`config.mk`:
```
export PLATFORM = sky130hd
export DESIGN_NAME = pipe_skid_reg
export DESIGN_NICKNAME = d
export VERILOG_FILES = /design/src/rtl/rv32_pipe_pkg.sv /design/src/rtl/pipe_entry_reg.sv /design/src/rtl/pipe_skid_reg.sv
export SDC_FILE = /design/constraint.sdc
export NUM_CORES = 1
export LEC_CHECK = 0
export CAP_MARGIN = 10
export CORE_MARGIN = 2
export CORE_UTILIZATION = 52
export CTS_CLUSTER_DIAMETER = 150
export DETAILED_ROUTE_END_ITERATION = 10
export GPL_ROUTABILITY_DRIVEN = 0
export PLACE_DENSITY_LB_ADDON = 0.15
export SETUP_SLACK_MARGIN = 0.3
export SLEW_MARGIN = 20
export SYNTH_ARGS = -nofsm -noshare
export SYNTH_HDL_FRONTEND = slang
export SYNTH_SLANG_ARGS = --single-unit
```
`constraint.sdc`:
```
create_clock -name i_clk -period 2.45 [get_ports i_clk]
set_input_delay 0.245 -clock i_clk [delete_from_list [all_inputs] [get_ports i_clk]]
set_output_delay 0.245 -clock i_clk [all_outputs]
set_load 0.1 [all_outputs]
```
`src/rtl/rv32_pipe_pkg.sv`:
```
// Shared constants and types for the RV32I pipeline boundary registers.
// NOP is the bubble value; count_t holds a 0..2 entry occupancy.
package rv32_pipe_pkg;
  localparam int XLEN = 32;
  localparam logic [XLEN-1:0] NOP = 32'h0000_0013;

  typedef logic [1:0] count_t;

  function automatic count_t occupancy(input logic a, input logic b);
    return count_t'(a) + count_t'(b);
  endfunction
endpackage

```
`src/rtl/pipe_entry_reg.sv`:
```
// One pipeline entry: WIDTH-bit payload plus valid bit, async clear to RESET_VAL.
// Priority is clear > load > drop; drop empties the entry but keeps its stale data.
module pipe_entry_reg
  import rv32_pipe_pkg::*;
#(
  parameter int WIDTH = XLEN,
  parameter logic [WIDTH-1:0] RESET_VAL = WIDTH'(NOP)
) (
  input  logic             clk,
  input  logic             rst_n,
  input  logic             clear,
  input  logic             load,
  input  logic             drop,
  input  logic [WIDTH-1:0] d,
  output logic             valid,
  output logic [WIDTH-1:0] q
);

  always_ff @(posedge clk or negedge rst_n) begin
    if (!rst_n) begin
      valid <= 1'b0;
      q     <= RESET_VAL;
    end else if (clear) begin
      valid <= 1'b0;
      q     <= RESET_VAL;
    end else if (load) begin
      valid <= 1'b1;
      q     <= d;
    end else if (drop) begin
      valid <= 1'b0;
    end
  end

endmodule

```
`src/rtl/pipe_skid_reg.sv`:
```
// Pipeline stage boundary with a 2-entry skid buffer (main M drives outputs, skid S
// absorbs one beat under back-pressure), synchronous flush and a bubble value when empty.
module pipe_skid_reg
  import rv32_pipe_pkg::*;
#(
  parameter int             WIDTH        = 32,
  parameter logic [XLEN-1:0] RESET_VAL   = NOP,
  parameter bit             CLEAR_ON_POP = 1'b1
) (
  input  logic             i_clk,
  input  logic             i_clr_n,
  input  logic             i_flush,
  input  logic             i_valid,
  output logic             o_ready,
  input  logic [WIDTH-1:0] i_data,
  output logic             o_valid,
  input  logic             i_ready,
  output logic [WIDTH-1:0] o_data,
  output count_t           o_count
);

  localparam logic [WIDTH-1:0] RST_V = WIDTH'(RESET_VAL);

  // Handshake: a beat moves on a side only at a rising edge where valid and ready
  // are both high; o_ready/o_valid come straight from registers and never depend
  // on i_valid/i_ready, and o_data holds while o_valid=1 and i_ready=0.
  logic             push;
  logic             pop;
  logic             m_free;

  logic             m_valid, s_valid;
  logic [WIDTH-1:0] m_data, s_data;

  logic             m_load, m_empty;
  logic [WIDTH-1:0] m_d;
  logic             s_load, s_empty;

  assign push   = i_valid & o_ready;
  assign pop    = m_valid & i_ready;
  assign m_free = ~m_valid | pop;

  always_comb begin
    m_load  = 1'b0;
    m_empty = 1'b0;
    m_d     = i_data;
    s_load  = 1'b0;
    s_empty = 1'b0;
    if (m_free) begin
      if (s_valid) begin
        m_load = 1'b1;
        m_d    = s_data;
        if (push) s_load  = 1'b1;
        else      s_empty = 1'b1;
      end else if (push) begin
        m_load = 1'b1;
      end else if (m_valid) begin
        m_empty = 1'b1;
      end
    end else if (push) begin
      s_load = 1'b1;
    end
  end

  pipe_entry_reg #(.WIDTH(WIDTH), .RESET_VAL(RST_V)) u_main (
    .clk   (i_clk),
    .rst_n (i_clr_n),
    .clear (i_flush | (m_empty & CLEAR_ON_POP)),
    .load  (m_load),
    .drop  (m_empty & ~CLEAR_ON_POP),
    .d     (m_d),
    .valid (m_valid),
    .q     (m_data)
  );

  pipe_entry_reg #(.WIDTH(WIDTH), .RESET_VAL(RST_V)) u_skid (
    .clk   (i_clk),
    .rst_n (i_clr_n),
    .clear (i_flush | (s_empty & CLEAR_ON_POP)),
    .load  (s_load),
    .drop  (s_empty & ~CLEAR_ON_POP),
    .d     (i_data),
    .valid (s_valid),
    .q     (s_data)
  );

  assign o_valid = m_valid;
  assign o_data  = m_data;
  assign o_ready = ~s_valid;
  assign o_count = occupancy(m_valid, s_valid);

endmodule

```
==> results of run 1 <==
[state kept, by name (all words and copies together) (netlist names)]
signal,count
u_skid.q,32
u_main.valid,1
u_skid.valid,1
u_main.q,32
[worst max-delay path: cells and delay by family (launching register included)]
family	cells	cell delay, ps
flip-flops	1	590
buffers and inverters	2	520
adder cells (fa/ha/maj)	1	370
[final timing paths]
check	start	to	slack, ps
max in group asynchronous	i_clr_n	u_skid.valid	1770
min reg2reg	u_skid.q[0]	u_skid.q[0]	480
min in group i_clk	i_data[0]	u_skid.q[0]	450
min	i_clr_n	u_main.q[11]	80
max	u_skid.valid	o_count[0]	390
max reg2reg	u_skid.valid	u_main.q[22]	580
[layer usage]
layer	track usage, %	wire length, um	part of all wire (%)
met4	9.11	99	1.6
met3	4.88	305	4.9
met5	0	0	0
met2	34.2	2940	47
met1	31.7	2850	46
[cell families after synthesis]
logic type               count (synthesis)  share of synthesized area (%)
AO/OA/AOI/OAI                           67                           21.0
adder cells (fa/ha/maj)                  1                          0.447
buffers and inverters                   27                           4.88
flip-flops                              66                           59.3
multiplexers                            32                           11.4
AND/OR/NAND/NOR                          9                           2.95
[where the power goes]
group | leakage [nW] | internal, mW | switching, mW
Sequential | 0.878 | 1.14 | 0.0328
Combinational | 0.722 | 0.165 | 0.392
Clock | 0.109 | 0.597 | 0.407
Total | 1.71 | 1.90 | 0.832
[synth_stat cells, drive strengths merged]
cell	count	area [um2]
a22o	29	254
ha	1	12.5
a21oi	2	21.3
dfstp	6	158
o2bb2ai	29	254
nand2b	1	13.8
nor2b	2	12.5
buf	15	91.3
a211oi	1	12.5
nor4bb	1	25.0
mux2i	32	320
inv	10	37.5
a22oi	6	45.0
dfrtp	60	1500
nor3	2	10.0
clkbuf	2	7.51
nor2	1	3.75
or3	2	17.5
[cell type report]
type | instances | area [um2]
clock inverters | 5 | 77.6
fillers | 369 | 1360
flip-flops and latches | 66 | 1660
inverters | 10 | 37.5
well taps | 70 | 87.6
repair buffers | 83 | 762
clock buffers | 11 | 141
multi-input cells | 109 | 1010
[stage by stage]
step | cells | setup WS [ps] | total power [mW] | hold WS [ps]
after floorplan | 202 | 358 | 1.55 | -50.6
after global placement | 338 | 547 | 1.74 | 470
after detailed placement | 338 | 504 | 1.75 | 473
after CTS | 354 | 310 | 2.75 | 106
after global routing | 354 | 324 | 2.83 | 154
final | 354 | 391 | 2.73 | 83.3
==> flow_summary.toml, run 1 <==
[critical_path]
ff2ff_path_depth = 4
max_stage_delay_ps = 590
start_kind = "register"
crit_chain = "buf_6 -> ha_2 -> buf_12"
path_class = "register to output pin"
endpoint_kind = "output pin"
slowest_stage = "dfrtp_4"
cp_max_fo = 25
arrival_ps = 1810
crit_required_ps = 2200

[placed_design]
dp_hpwl_mm = 4.11
place_area_um2 = 3560
io_buffers = 72

[floorplanning]
row_count = 26
fp.dieH_um = 77.4
io_pins = 73
start_util_pct = 54.4
coreArea_um2 = 5140
dieArea_um2 = 5980
die_x_um = 77.4

[final_layout]
design_area_um2 = 3780
drive_gt1_share_pct = 27.1
finish.net_count = 317
fin_util_pct = 73.6
syn_to_final_growth_pct = 35.2
final_common_cell = "dfrtp_1"
num_antenna_cells = 0
final_cell_mix = "dfrtp_1, buf_4, clkdlybuf4s50_1"

[detailed_routing]
via_per_inst = 5.61
firstDrtPassIters = 4
drcViolationCount = 0
routed_wl_mm = 6.20
wl_per_cell_um = 17.5
ant_nets = 0
dr_total_vias = 1987
initialDrtViolationCount = 93

[logic_synthesis]
syn_nets = 240
synth_cells = 202
synth-seq-area-share_pct = 59.3
netlist_area_um2 = 2800
ys_seq_elements = 66
synth_cell_types = 23
syn_avg_cell_area_um2 = 13.8
ys_warn_count = 0

[sta]
worst_pin_slew_ps = 811
min_period_ps = 2060
skew_ps = 7.76
max_freq_ghz = 0.486
rsz0062_at_grt = "no"
setup_viol = 0
maxSlewViolCount = 0
setup_tns_ps = 0
fin_crit_sh_pct = 84.0
max_slew_margin_pct = 45.9
finalHoldViolCount = 0

[clock_network]
post_cts_resized = 1
clkLatencyLatePin_ps = 340
root_buffer = "clkbuf_8"
cts_num_sinks = 66
cts_buffers = 9
path_clk_slew_ps = 70
cts_hold_buf = 0
cts_tree = "built"
clock_path_buffers = 2
post-cts-setup-buffers = 0
htreeDepth = 3

[global_route]
overflow = 0
grt_pass1_vias = 1992
grt_max_degree = 67
grt.total_usage_pct = 22.5
grt_pass1_wl_mm = 10.3
antenna_found_initial = 0

[run]
cap_violations = 0

[power_and_ir_drop]
leakage_nw = 1.71
cellPowerDensity_nw_per_um2 = 722
peakVddDrop_uv = 482

[status]
status = "finished clean"

[worst_hold_path]
worstHoldPathType = "input pin to asynchronous set/reset pin"
Power figures use the tool's default switching activity.
==> run 2, diff against run 1 <==
--- a/config.mk
+++ b/config.mk
@@ -7,7 +7,7 @@
 export LEC_CHECK = 0
 export CAP_MARGIN = 10
 export CORE_MARGIN = 2
-export CORE_UTILIZATION = 52
+export CORE_UTILIZATION = 44
 export CTS_CLUSTER_DIAMETER = 150
 export DETAILED_ROUTE_END_ITERATION = 10
 export GPL_ROUTABILITY_DRIVEN = 0
==> constraint.sdc (replaced) <==
create_clock -name i_clk -period 1.82 [get_ports i_clk]
set_input_delay 0.182 -clock i_clk [delete_from_list [all_inputs] [get_ports i_clk]]
set_output_delay 0.182 -clock i_clk [all_outputs]
set_load 0.1 [all_outputs]
==> run 2 against run 1 <==
Net effect:
- via count grew 1.6%
- combinational power grew 42%
- clock skew shrank 2.3 ps
- wire length grew 5.9%
- final cell count grew 4.2%
- critical path depth grew 1
- total power grew 29%
- core utilization shrank 9.9 points
- clock-buffer cell count grew 2
- register-to-register slack lost 280 ps
- largest power group unchanged
==> flow_summary.toml, run 2 (synthesized netlist as in run 1, its figures left out) <==
[run]
cap_violations = 0

[final_layout]
reg_top3 = "u_main.q (32), u_skid.q (32)"
syn_to_final_growth_pct = 42.2
final_common_cell = "dfrtp_1"
ff_latch_area_um2 = 1660
fillers = 495
num_antenna_cells = 0
final_cell_mix = "dfrtp_1, buf_4, clkdlybuf4s50_1"
multi_input_area_um2 = 1070
finish.net_count = 325
drive_gt1_share_pct = 30.1

[sta]
finalHoldViolCount = 0
max_freq_ghz = 0.659
max_slew_margin_pct = 64.6
min_period_ps = 1520
skew_ps = 5.46
hold_slack_ps = 358
setup_viol = 0
rsz0062_at_grt = "yes"
setup_tns_ps = 0
maxSlewViolCount = 0
fin_crit_sh_pct = 83.3
worst_pin_slew_ps = 532

[clock_network]
cts_num_sinks = 66
clock_path_buffers = 2
cts_buffers = 9
root_buffer = "clkbuf_8"
htreeDepth = 3
path_clk_slew_ps = 70
cts_tree = "built"
clkLatencyLatePin_ps = 340

[detailed_routing]
ant_nets = 0
initialDrtViolationCount = 110
drcViolationCount = 0
routed_wl_mm = 6.57
wl_per_cell_um = 17.8
via_per_inst = 5.47
firstDrtPassIters = 4
dr_total_vias = 2019

[floorplanning]
row_count = 29
io_pins = 73
dieArea_um2 = 7010
start_util_pct = 44.8
die_x_um = 83.7
fp.dieH_um = 83.7
coreArea_um2 = 6240

[critical_path]
endpoint_kind = "register"
cp.buffers_inverters = 1
slowest_stage = "dfrtp_2"
reg2reg_to = "u_skid.q[21]"
crit_required_ps = 2090
arrival_ps = 1790
crit_family = "simple AND/OR/NAND/NOR gates"
path_class = "register to register"
crit_chain = "nor4bb_4 -> nor2b_4 -> buf_12 -> a22o_1"
reg2reg_slack_ps = 300
max_stage_delay_ps = 490
reg2reg_from = "u_skid.valid"
ff2ff_path_depth = 4
start_kind = "register"
cp_max_fo = 32

[global_route]
antenna_found_initial = 0
grt_pass1_wl_mm = 10.5
overflow = 0
grt_max_degree = 46
grt_pass1_vias = 2053
grt.total_usage_pct = 19.3

[placed_design]
dp_hpwl_mm = 3.92
io_buffers = 72

[status]
status = "finished clean"

[power_and_ir_drop]
peakVddDrop_uv = 580
leakage_nw = 1.78
cellPowerDensity_nw_per_um2 = 885

[worst_hold_path]
worstHoldPathType = "input pin to asynchronous set/reset pin"
[run 2: final cells by class]
cell class | count | share of cell area, %
Multi-Input combinational cell | 110 | 26.9
Timing Repair Buffer | 90 | 23.4
Tap cell | 77 | 2.42
Clock inverter | 3 | 1.01
Clock buffer | 13 | 3.49
Inverter | 10 | 1.04
Sequential cell | 66 | 41.8
[run 2: per-stage QoR]
stage / std cells / util (%) / area [um2] / setup WS, ps / power, mW
floorplan: 202 / - / 2880 / 201 / 2.11
global route: 369 / 63.8 / 3980 / 202 / 3.66
global placement: 342 / 58.6 / 3650 / 83.4 / 2.38
detailed placement: 342 / 58.6 / 3650 / 50.6 / 2.38
finish: 369 / 63.8 / 3980 / 303 / 3.52
CTS: 360 / 62.6 / 3900 / 284 / 3.55
[run 2: power breakdown]
group / switching (mW) / internal, mW
combinational: 0.539 / 0.253
sequential: 0.0444 / 1.54
clock: 0.519 / 0.631
total: 1.10 / 2.42
[run 2: worst max path at each step]
stage	from	endpoint	slack (ps)	cells past startpoint
CTS	u_skid.valid	u_main.q[27]	280	4
finish	u_skid.valid	u_skid.q[21]	300	4
floorplan	u_main.valid	u_main.q[20]	200	5
global route	u_skid.valid	u_skid.q[19]	200	4
detailed placement	i_ready	u_skid.q[22]	50	5
global placement	i_ready	u_skid.q[22]	80	5
[run 2: metal layers]
layer	track usage [%]	vias to the layer above	wire length, um
met4	5.28	0	65
met1	27.2	1010	3110
li1	-	937	-
met5	0	-	0
met3	6.73	6	419
met2	28.4	66	2970
[run 2: timing repair]
item	4_1_cts	5_1_grt
hold buffers	1	0
pin swaps	1	1
hold endpoints to repair	16	0
cloned	1	1
setup endpoints to repair	4	60
buffers inserted	0	8
gates resized for setup	5	2
